### config.mk
export PLATFORM = sky130hd
export DESIGN_NAME = baser_257b_generator
export DESIGN_NICKNAME = d
export VERILOG_FILES = /design/src/rtl/baser_257b_pkg.sv /design/src/rtl/baser_257b_block_builder.sv /design/src/rtl/baser_257b_generator.sv
export SDC_FILE = /design/constraint.sdc
export NUM_CORES = 1
export LEC_CHECK = 0
export ABC_AREA = 1
export CAP_MARGIN = 20
export CORE_MARGIN = 2
export CORE_UTILIZATION = 30
export CTS_CLUSTER_DIAMETER = 150
export CTS_CLUSTER_SIZE = 14
export DETAILED_ROUTE_END_ITERATION = 7
export PLACE_DENSITY_LB_ADDON = 0.15
export SLEW_MARGIN = 20
export SYNTH_ARGS = -nofsm -noshare
export SYNTH_HDL_FRONTEND = slang
export SYNTH_SLANG_ARGS = --single-unit
### constraint.sdc
create_clock -name clk -period 5.3 [get_ports clk]
set_clock_uncertainty 0.2 [all_clocks]
set_input_delay 0.795 -clock clk [delete_from_list [all_inputs] [get_ports clk]]
set_output_delay 0.795 -clock clk [all_outputs]
set_load 0.02 [all_outputs]
### src/rtl/baser_257b_pkg.sv
// Widths, enums and the shared 257b encoder used by the BASE-R 257b generator and checker.
package baser_257b_pkg;

    localparam int DATA_WIDTH      = 64;
    localparam int TC_DATA_WIDTH   = 4 * DATA_WIDTH;
    localparam int SH_WIDTH        = 1;
    localparam int TC_WIDTH        = TC_DATA_WIDTH + SH_WIDTH;
    localparam int CNT_WIDTH       = 32;

    localparam logic [7:0] DATA_CHAR_PATTERN = 8'hAA;
    localparam logic [7:0] CTRL_CHAR_PATTERN = 8'h55;

    localparam logic [3:0] MASK_ALL_DATA = 4'hF;
    localparam logic [3:0] MASK_ALL_CTRL = 4'h0;
    localparam logic [3:0] MASK_ALT_ODD  = 4'hE;

    typedef enum logic [1:0] {
        MODE_DATA = 2'd0,
        MODE_CTRL = 2'd1,
        MODE_ALT  = 2'd2,
        MODE_USER = 2'd3
    } mode_e;

    typedef enum logic [1:0] {
        ST_IDLE = 2'd0,
        ST_RUN  = 2'd1,
        ST_DONE = 2'd2
    } state_e;

    function automatic logic [3:0] block_mask(mode_e mode, logic [3:0] user_mask, logic odd_index);
        logic [3:0] m;
        m = MASK_ALL_DATA;
        case (mode)
            MODE_DATA: m = MASK_ALL_DATA;
            MODE_CTRL: m = MASK_ALL_CTRL;
            MODE_ALT:  m = odd_index ? MASK_ALT_ODD : MASK_ALL_DATA;
            default:   m = user_mask;
        endcase
        return m;
    endfunction

    // The first control block is written as a full 64b word and its top nibble is then
    // overwritten by the next block (or falls into the 4 spare bits when it is last).
    function automatic logic [TC_WIDTH-1:0] build_257b(logic [3:0] mask);
        logic [TC_WIDTH+3:0]   word;
        logic [DATA_WIDTH-1:0] data_blk;
        logic [DATA_WIDTH-1:0] ctrl_blk;
        logic [8:0]            pos;
        logic                  ctrl_seen;
        data_blk  = {8{DATA_CHAR_PATTERN}};
        ctrl_blk  = {8{CTRL_CHAR_PATTERN}};
        word      = '0;
        pos       = 9'd5;
        ctrl_seen = 1'b0;
        if (mask == MASK_ALL_DATA) begin
            word = {4'b0000, {4{data_blk}}, 1'b1};
        end else begin
            word[4:1] = mask;
            for (int k = 0; k < 4; k++) begin
                if (mask[k]) begin
                    word[pos +: DATA_WIDTH] = data_blk;
                    pos = pos + 9'd64;
                end else begin
                    word[pos +: DATA_WIDTH] = ctrl_blk;
                    pos = pos + (ctrl_seen ? 9'd64 : 9'd60);
                    ctrl_seen = 1'b1;
                end
            end
        end
        return word[TC_WIDTH-1:0];
    endfunction

endpackage

### src/rtl/baser_257b_block_builder.sv
// Combinational 257b word builder: block-type mask plus fixed byte patterns -> transcoded word.
module baser_257b_block_builder
    import baser_257b_pkg::*;
(
    input  logic [3:0]          mask_i,
    output logic [TC_WIDTH-1:0] tx_coded_o
);

    assign tx_coded_o = build_257b(mask_i);

endmodule

### src/rtl/baser_257b_generator.sv
// 257b transcoded BASE-R traffic generator: burst FSM, ready/valid output and per-class counters.
// Optional error injection (extra ports i_err_period/o_inj_count) when BASER_257B_ERR_INJECT_EN is defined.
//
//  state   | meaning
//  --------+--------------------------------------------------------------
//  ST_IDLE | waiting for i_start; o_valid low
//  ST_RUN  | presenting a block each cycle; advances on o_valid&&i_ready
//  ST_DONE | one-cycle o_done pulse, then back to ST_IDLE
module baser_257b_generator
    import baser_257b_pkg::*;
(
    input  logic                 clk,
    input  logic                 i_rst,
`ifdef BASER_257B_ERR_INJECT_EN
    input  logic [15:0]          i_err_period,
    output logic [31:0]          o_inj_count,
`endif
    input  logic                 i_start,
    input  logic                 i_stop,
    input  logic [1:0]           i_mode,
    input  logic [3:0]           i_ctrl_mask,
    input  logic [31:0]          i_num_blocks,
    input  logic                 i_ready,
    output logic [TC_WIDTH-1:0]  o_tx_coded,
    output logic                 o_valid,
    output logic                 o_done,
    output logic [31:0]          o_block_count,
    output logic [31:0]          o_data_count,
    output logic [31:0]          o_ctrl_count
);

    state_e                 state_q, state_d;
    mode_e                  mode_q, mode_d;
    logic [3:0]             user_mask_q, user_mask_d;
    logic [CNT_WIDTH-1:0]   num_q, num_d;
    logic [CNT_WIDTH-1:0]   idx_q, idx_d;
    logic                   stop_q, stop_d;
    logic [3:0]             cur_mask_q, cur_mask_d;
    logic                   cur_inj_q, cur_inj_d;
    logic [TC_WIDTH-1:0]    tx_q, tx_d;
    logic [CNT_WIDTH-1:0]   blk_cnt_q, data_cnt_q, ctrl_cnt_q;

    logic                   accept;
    logic                   last_block;
    logic                   issue_first;
    logic                   issue_next;
    logic [CNT_WIDTH-1:0]   next_idx;
    logic [3:0]             next_mask;
    logic                   next_inj;
    logic [TC_WIDTH-1:0]    built_word;
    logic [TC_WIDTH-1:0]    next_word;

    assign accept     = (state_q == ST_RUN) && i_ready;
    assign last_block = (num_q != '0) && (idx_q == num_q - 32'd1);
    assign next_idx   = (state_q == ST_IDLE) ? '0 : idx_q + 32'd1;

    // In IDLE the first block is built straight from the inputs being captured this cycle.
    always_comb begin
        if (state_q == ST_IDLE) begin
            next_mask = block_mask(mode_e'(i_mode), i_ctrl_mask, 1'b0);
        end else begin
            next_mask = block_mask(mode_q, user_mask_q, next_idx[0]);
        end
    end

    baser_257b_block_builder u_builder (
        .mask_i     (next_mask),
        .tx_coded_o (built_word)
    );

`ifdef BASER_257B_ERR_INJECT_EN
    logic [15:0]          period_q;
    logic [15:0]          err_cnt_q;
    logic [15:0]          next_err_cnt;
    logic [15:0]          active_period;
    logic [CNT_WIDTH-1:0] inj_cnt_q;

    // err_cnt counts down the blocks remaining until the next injected one.
    always_comb begin
        active_period = (state_q == ST_IDLE) ? i_err_period : period_q;
        if (state_q == ST_IDLE) begin
            next_err_cnt = i_err_period - 16'd1;
        end else if (err_cnt_q == '0) begin
            next_err_cnt = period_q - 16'd1;
        end else begin
            next_err_cnt = err_cnt_q - 16'd1;
        end
        next_inj = (active_period != '0) && (next_err_cnt == '0);
    end

    always_ff @(posedge clk) begin
        if (i_rst) begin
            period_q  <= '0;
            err_cnt_q <= '0;
        end else if (issue_first) begin
            period_q  <= i_err_period;
            err_cnt_q <= next_err_cnt;
        end else if (issue_next) begin
            err_cnt_q <= next_err_cnt;
        end
    end

    always_ff @(posedge clk) begin
        if (i_rst) begin
            inj_cnt_q <= '0;
        end else if (accept && cur_inj_q) begin
            inj_cnt_q <= inj_cnt_q + 32'd1;
        end
    end

    assign o_inj_count = inj_cnt_q;
`else
    assign next_inj = 1'b0;
`endif

    assign next_word = next_inj ? {built_word[TC_WIDTH-1:5], 4'hF, 1'b0} : built_word;

    always_comb begin
        state_d     = state_q;
        mode_d      = mode_q;
        user_mask_d = user_mask_q;
        num_d       = num_q;
        idx_d       = idx_q;
        stop_d      = stop_q;
        cur_mask_d  = cur_mask_q;
        cur_inj_d   = cur_inj_q;
        tx_d        = tx_q;
        issue_first = 1'b0;
        issue_next  = 1'b0;
        unique case (state_q)
            ST_IDLE: begin
                if (i_start) begin
                    state_d     = ST_RUN;
                    mode_d      = mode_e'(i_mode);
                    user_mask_d = i_ctrl_mask;
                    num_d       = i_num_blocks;
                    idx_d       = '0;
                    stop_d      = i_stop;
                    issue_first = 1'b1;
                end
            end
            ST_RUN: begin
                if (accept) begin
                    if (last_block || stop_q || i_stop) begin
                        state_d = ST_DONE;
                        stop_d  = 1'b0;
                    end else begin
                        idx_d      = next_idx;
                        issue_next = 1'b1;
                    end
                end else if (i_stop) begin
                    stop_d = 1'b1;
                end
            end
            ST_DONE: begin
                state_d = ST_IDLE;
            end
            default: begin
                state_d = ST_IDLE;
            end
        endcase
        if (issue_first || issue_next) begin
            cur_mask_d = next_mask;
            cur_inj_d  = next_inj;
            tx_d       = next_word;
        end
    end

    always_ff @(posedge clk) begin
        if (i_rst) begin
            state_q     <= ST_IDLE;
            mode_q      <= MODE_DATA;
            user_mask_q <= '0;
            num_q       <= '0;
            idx_q       <= '0;
            stop_q      <= 1'b0;
            cur_mask_q  <= '0;
            cur_inj_q   <= 1'b0;
            tx_q        <= '0;
        end else begin
            state_q     <= state_d;
            mode_q      <= mode_d;
            user_mask_q <= user_mask_d;
            num_q       <= num_d;
            idx_q       <= idx_d;
            stop_q      <= stop_d;
            cur_mask_q  <= cur_mask_d;
            cur_inj_q   <= cur_inj_d;
            tx_q        <= tx_d;
        end
    end

    // Injected blocks are deliberately excluded from the data/control classes.
    always_ff @(posedge clk) begin
        if (i_rst) begin
            blk_cnt_q  <= '0;
            data_cnt_q <= '0;
            ctrl_cnt_q <= '0;
        end else if (accept) begin
            blk_cnt_q <= blk_cnt_q + 32'd1;
            if (!cur_inj_q) begin
                if (cur_mask_q == MASK_ALL_DATA) begin
                    data_cnt_q <= data_cnt_q + 32'd1;
                end else begin
                    ctrl_cnt_q <= ctrl_cnt_q + 32'd1;
                end
            end
        end
    end

    assign o_tx_coded    = tx_q;
    assign o_valid       = (state_q == ST_RUN);
    assign o_done        = (state_q == ST_DONE);
    assign o_block_count = blk_cnt_q;
    assign o_data_count  = data_cnt_q;
    assign o_ctrl_count  = ctrl_cnt_q;

endmodule

Word-level counts from Yosys, hierarchy flattened. Index checks and enable logic that the tools add are counted.

Register bits: 430. Input port bits: 43. Word-level logic and storage cells: 114.

Add/subtract/negate cells: 12. Eq/ne operators: 15. Shift operators: 9. Muxes and demuxes: 49. Bitwise operators: 1. Reductions and logical operators: 17.

Operators by type and width (count): $bwmux 261 (6); $shiftx 64x11->261 const A (6); $mux 261 (4); $shift 64x11->261 const A (3); $mux 257 (2); $add 32x1->32 const B (4); $mux 32 (4); $mux 64 (2); $pmux 32 s2 (1); $mux 9 (5); $neg 9->11 (3); $eq 32x32->1 (1); $reduce_bool 32->1 (1); $sub 32x1->32 const B (1); $add 9x7->9 const B (2); $add 9x9->9 (2); $mux 1 (14); $mux 7 (2); $pmux 4 s3 (1); $eq 4x4->1 const B (2); $pmux 4 s2 (1); $reduce_and 4->1 (2); $eq 2x1->1 const B (3); $eq 2x2->1 const B (3); 16 further kinds (28).

Logic depth before layout (Yosys ltp).
Depth after elaboration: 19. Gate-level depth with buffers: 20.

Cells and area by module. From an unflattened synthesis, not the netlist that was laid out.

Cells, all modules: 2939. Area total of the unflattened synthesis: 20928.8 um2.

By module, submodules not included: baser_257b_generator (instances 1, cells each 2677, area each 19100.8 um2, sequential area each 8608.3 um2); baser_257b_block_builder (instances 1, cells each 262, area each 1828.0 um2, sequential area each 0.0 um2).

Worst setup path before layout. Ideal clock, no wire load.

Kind: reg2reg. From: register o_tx_coded[128] (netlist name). To: register data_cnt_q[28], in the netlist o_data_count[28]. Library setup time: 0.119 ns. Arrival: 2.382 ns. Data required time: 4.981 ns. Path slack: 2.599 ns. Cell stages (with the launch flop): 12. Buffers on the path: 0. Clock period less this slack: 2.701 ns. Cells stage by stage: dfxtp_1 > nand4_1 > nor2_4 > nand4_1 > nor2_2 > nand3_1 > nor3_2 > nand2_1 > nor2_1 > nand3_1 > o21ai_0 > a21oi_1.

RTL lines: end signal: assignment (line baser_257b_generator.sv:203) `data_cnt_q <= data_cnt_q + 32'd1;`; end: declaration (line baser_257b_generator.sv:41) `logic [CNT_WIDTH-1:0] blk_cnt_q, data_cnt_q, ctrl_cnt_q;`.

Worst setup path after layout.
From: register state_q[1]. To: register tx_q[200], in the netlist o_tx_coded[200].

Word-level cells in the longest chain between the ends: 19. Elaborated cells on any way between the ends: 52.

Ends and longest elaborated chain: start: declaration (line baser_257b_generator.sv:32) `state_e state_q, state_d;`; start signal: assignment (line baser_257b_generator.sv:181) `state_q <= state_d;`; $logic_not 2->1 (line baser_257b_generator.sv:55, baser_257b_generator.sv:59, baser_257b_generator.sv:130); $mux 32 (line baser_257b_generator.sv:55) `assign next_idx = (state_q == ST_IDLE) ? '0 : idx_q + 32'd1;`; $mux 1 (line baser_257b_pkg.sv:36) `MODE_ALT: m = odd_index ? MASK_ALT_ODD : MASK_ALL_DATA;`; $pmux 4 s3 (line baser_257b_pkg.sv:33) `case (mode)`; $mux 4 (line baser_257b_generator.sv:59) `if (state_q == ST_IDLE) begin`; $mux 1 (line baser_257b_pkg.sv:60) `if (mask[k]) begin`; $mux 1 (line baser_257b_pkg.sv:55) `if (mask == MASK_ALL_DATA) begin`; $mux 7 (line baser_257b_pkg.sv:65) `pos = pos + (ctrl_seen ? 9'd64 : 9'd60);`; (+3 left out); $add 9x9->9, or another cell as far along (line baser_257b_pkg.sv:65); $mux 9, or another cell as far along (line baser_257b_pkg.sv:60); $mux 9, or another cell as far along (line baser_257b_pkg.sv:55); $neg 9->11 or $mux 261 (tied branches) (line baser_257b_pkg.sv:61, baser_257b_pkg.sv:64, baser_257b_pkg.sv:60); $shiftx 64x11->261, or another cell as far along (line baser_257b_pkg.sv:64) `word[pos +: DATA_WIDTH] = ctrl_blk;`; $bwmux 261, on equally long branches (line baser_257b_pkg.sv:64, baser_257b_pkg.sv:61); $mux 257 (line baser_257b_pkg.sv:60); $mux 257 (line baser_257b_pkg.sv:55); end signal: assignment (line baser_257b_generator.sv:189) `tx_q <= tx_d;`; end: declaration (line baser_257b_generator.sv:40) `logic [TC_WIDTH-1:0] tx_q, tx_d;`.

Parallel ways exist; a longest one is shown, timed or not. The select of a mux whose other input is x is not followed. A chain may end at the register's enable or synchronous reset.

==> impl_results.md <==
- Crit path capture type: flip-flop
- Chip Width: between 200 and 250 um
- Post-synthesis sequential area ratio: 0.3192
- RD Place Congestion: 0.8768
- First-pass detailed-route iteration total: 5
- Core ar.: 41,850 um2
- Synth Instances: 1,877
- Main flop type after synthesis: dfxtp_1
- Post-CTS Resized: 0
- Unique masters post-synth: 45
- Root Buffer: clkbuf_16
- Syn nets: 1,925
- Placed Instances: around 2,500
- Htree depth: 1
- Vias per Instance: 4.671
- CTS buffer count: 18
- TNS Setup: 0 ps
- Dpl cell area: 15,410 um2
- EDFF count, synth: 0
- Pwr/cell area: 260.9 nW/um2
- Highest clock rate: approximately 0.29 GHz
- Die height: 209.5 um
- Worst-Margin Slew: 1061 ps
- Clock Pin Slew Worst Setup and Hold Paths: 70 ps
- Period utilization: 0.6563
- Final ANT Viol Nets: 0
- Max-cap violations: 0
- Crit start category: flip-flop
- YS warnings: 0
- Slowest stage cell, crit path: nand2_2
- Initial Util: 0.3027
- Leading area contributor after synthesis: dfxtp_1
- Slew Limit Fails: 0
- Final Hold Vio Count: 0
- Largest net degree at the start of global routing: 93
- Cts hold-fix bufs: 0
- Die area: 43,890 um2
- Worst EP required: 5490 ps
- Leak: between 0.005 and 0.006 uW
- Most common cell after layout, fill and taps aside: clkdlybuf4s50_1
- Number of diodes: 0
- WP buf/inv: 3
- Gr ovfl total: 0
- Cell count of the worst reg-to-reg path: 9
- Final setup fails: 0
- Detail Placement HPWL: roughly 30,000 um
- Cell depth of the worst hold path: 1
- Rows: 75
- Drt wl/cell: 15.73 um
- Initial antenna violation count: 0
- Levels on crit path: 9
- Via Count: around 12,000
- Slew HR: 0.2914
- GRT Overall Usage: 0.1775
- Syn_area_per_cell: 6.750 um2
- Layout cells sized above 1: 0.04307
- Cell Area, Synth: 12,670 um2
- Critical path's most frequent cell: nor2_1
- Max clock buf depth: 3
- DRT Wirelength: 40,250 um
- DRC viols: 0
- Initial detailed-routing violation count: 704
- Crit-path cells: buf_4 -> nor2_1 -> inv_1 -> nor2_1 -> clkinv_2 -> nand2_2 -> nand2_1 -> nand2_1 -> nor2_1
- Post-CTS Setup Bufs: 0
- Commonest non-fill, non-tap cells in the layout: 396 x clkdlybuf4s50_1, 298 x nand2_1, 284 x nor2_1, 201 x dfxtp_1, 170 x inv_1
- Hold WC Path Type: reg2reg
- Top cells by area, synth: dfxtp_1 32%, buf_4 14%, nand2_1 8.8%
- Min Tclk post-route: 3478 ps
- RSZ-0062 raised after global routing: false
- Post-Layout Cell Count: 2,559
- IO Port Bufs: 397
- Worst vdd ir: 0.0001729 V
- Clock sinks: 202
- Worst Path Arrival: 3660 ps
- Critical path type: reg2reg
- Critical Path Max Stage Delay: a little over 700 ps
- Finished Core Util: 0.3805
- Vias in the first global route: 11,403
- Outcome: complete, no violations
- Fin nets: 2,068
- CTS tree: done
- First-pass GRT wire length: 63,500 um
- Post-synth ARST share: 0
- CP top delay family: simple AND/OR/NAND/NOR gates
- Synthesis-to-finish area growth: 25.70%
- Clock Latency Late Sink: 520 ps
- Max FO, Critical Path: 62
- Number of I/O pins: 398
- Top-area cell type share of the netlist area: 0.3192
- Yosys reg bits: between 200 and 250
- Cell area after layout: 15,930 um2
==> synthesized netlist by cell type (3+ instances only) <==
| library cell | n |
|---|---|
| nand2_1 | 298 |
| nor2_1 | 284 |
| buf_4 | 228 |
| dfxtp_1 | 202 |
| inv_1 | 171 |
| nand3_1 | 141 |
| a21oi_1 | 108 |
| nor3_1 | 81 |
| o21ai_0 | 79 |
| xor2_1 | 47 |
| clkbuf_1 | 38 |
| xnor2_1 | 29 |
| nand4_1 | 24 |
| nor4_1 | 20 |
| nor2_2 | 14 |
| inv_2 | 12 |
| nor3b_1 | 12 |
| o21ai_1 | 9 |
| buf_2 | 8 |
| nand2_2 | 8 |
| nand3b_1 | 8 |
| a31oi_1 | 6 |
| nor3_2 | 6 |
| buf_6 | 5 |
| ha_1 | 5 |
| buf_1 | 4 |
| nor2_4 | 3 |
| nor2_8 | 3 |
==> layer usage <==
metal | up-vias | global-route usage | part of all wire
met2 | 299 | 0.3034 | 0.47
met3 | 60 | 0.03741 | 0.056
met1 | 5494 | 0.2264 | 0.44
met5 | - | 0 | 0
met4 | 0 | 0.04818 | 0.025
li1 | 6099 | - | -
==> layout make-up <==
type | count | area [um2]
Timing Repair Buffer | 406 | 4055
Multi-Input combinational cell | 1208 | 5969
Tap cell | 539 | 674.4
Sequential cell | 202 | 4045
Fill cell | 4433 | 25930
Clock inverter | 2 | 38.79
Inverter | 184 | 691.9
Clock buffer | 18 | 450.4
==> state kept, by name, summed over array words and instances, names as in the netlist <==
signal and cells:
stop_q 1, state_q 2, user_mask_q 4, o_block_count 32
o_tx_coded 30, cur_mask_q 3, num_q 32, mode_q 2
o_data_count 32, o_ctrl_count 32, idx_q 32
==> cell families (layout without fill, tap and decap cells) <==
kind of cell | after synthesis | in the layout | synth area share
adder cells (fa/ha/maj) | 5 | 5 | 0.004938
AND/OR/NAND/NOR | 915 | 915 | 0.3269
buffers and inverters | 467 | 610 | 0.2097
AO/OA/AOI/OAI | 212 | 212 | 0.08681
XOR/XNOR | 76 | 76 | 0.05254
flip-flops | 202 | 202 | 0.3192
==> through the flow <==
step	setup WS [ps]	hold WS, ps	total power (uW)
global placement	1566	238.0	2956
CTS	1749	222.2	4221
global route	1410	242.5	4367
floorplan	2599	223.6	2623
finish	1822	249.1	4155
detailed placement	1568	241.2	2961
==> path summary, 6_finish.rpt <==
kind | endpoint | slack, ps | start
min | o_data_count[31] | 250 | o_data_count[31]
max | o_tx_coded[200] | 1820 | state_q[1]
max reg2reg | o_tx_coded[200] | 1820 | state_q[1]
min reg2reg | o_data_count[31] | 250 | o_data_count[31]
==> power breakdown <==
part           internal [uW]  switching [uW]
logic                    521             702
clock network            615             620
registers               1580             117
==> worst register-to-register path, stage by stage, from the launching register on <==
cell and delay, ps:
dfxtp_1 300, buf_4 250, nor2_1 380, inv_1 140, nor2_1 180, clkinv_2 700
nand2_2 760, nand2_1 100, nand2_1 260, nor2_1 70
Power figures use the tool's default switching activity.
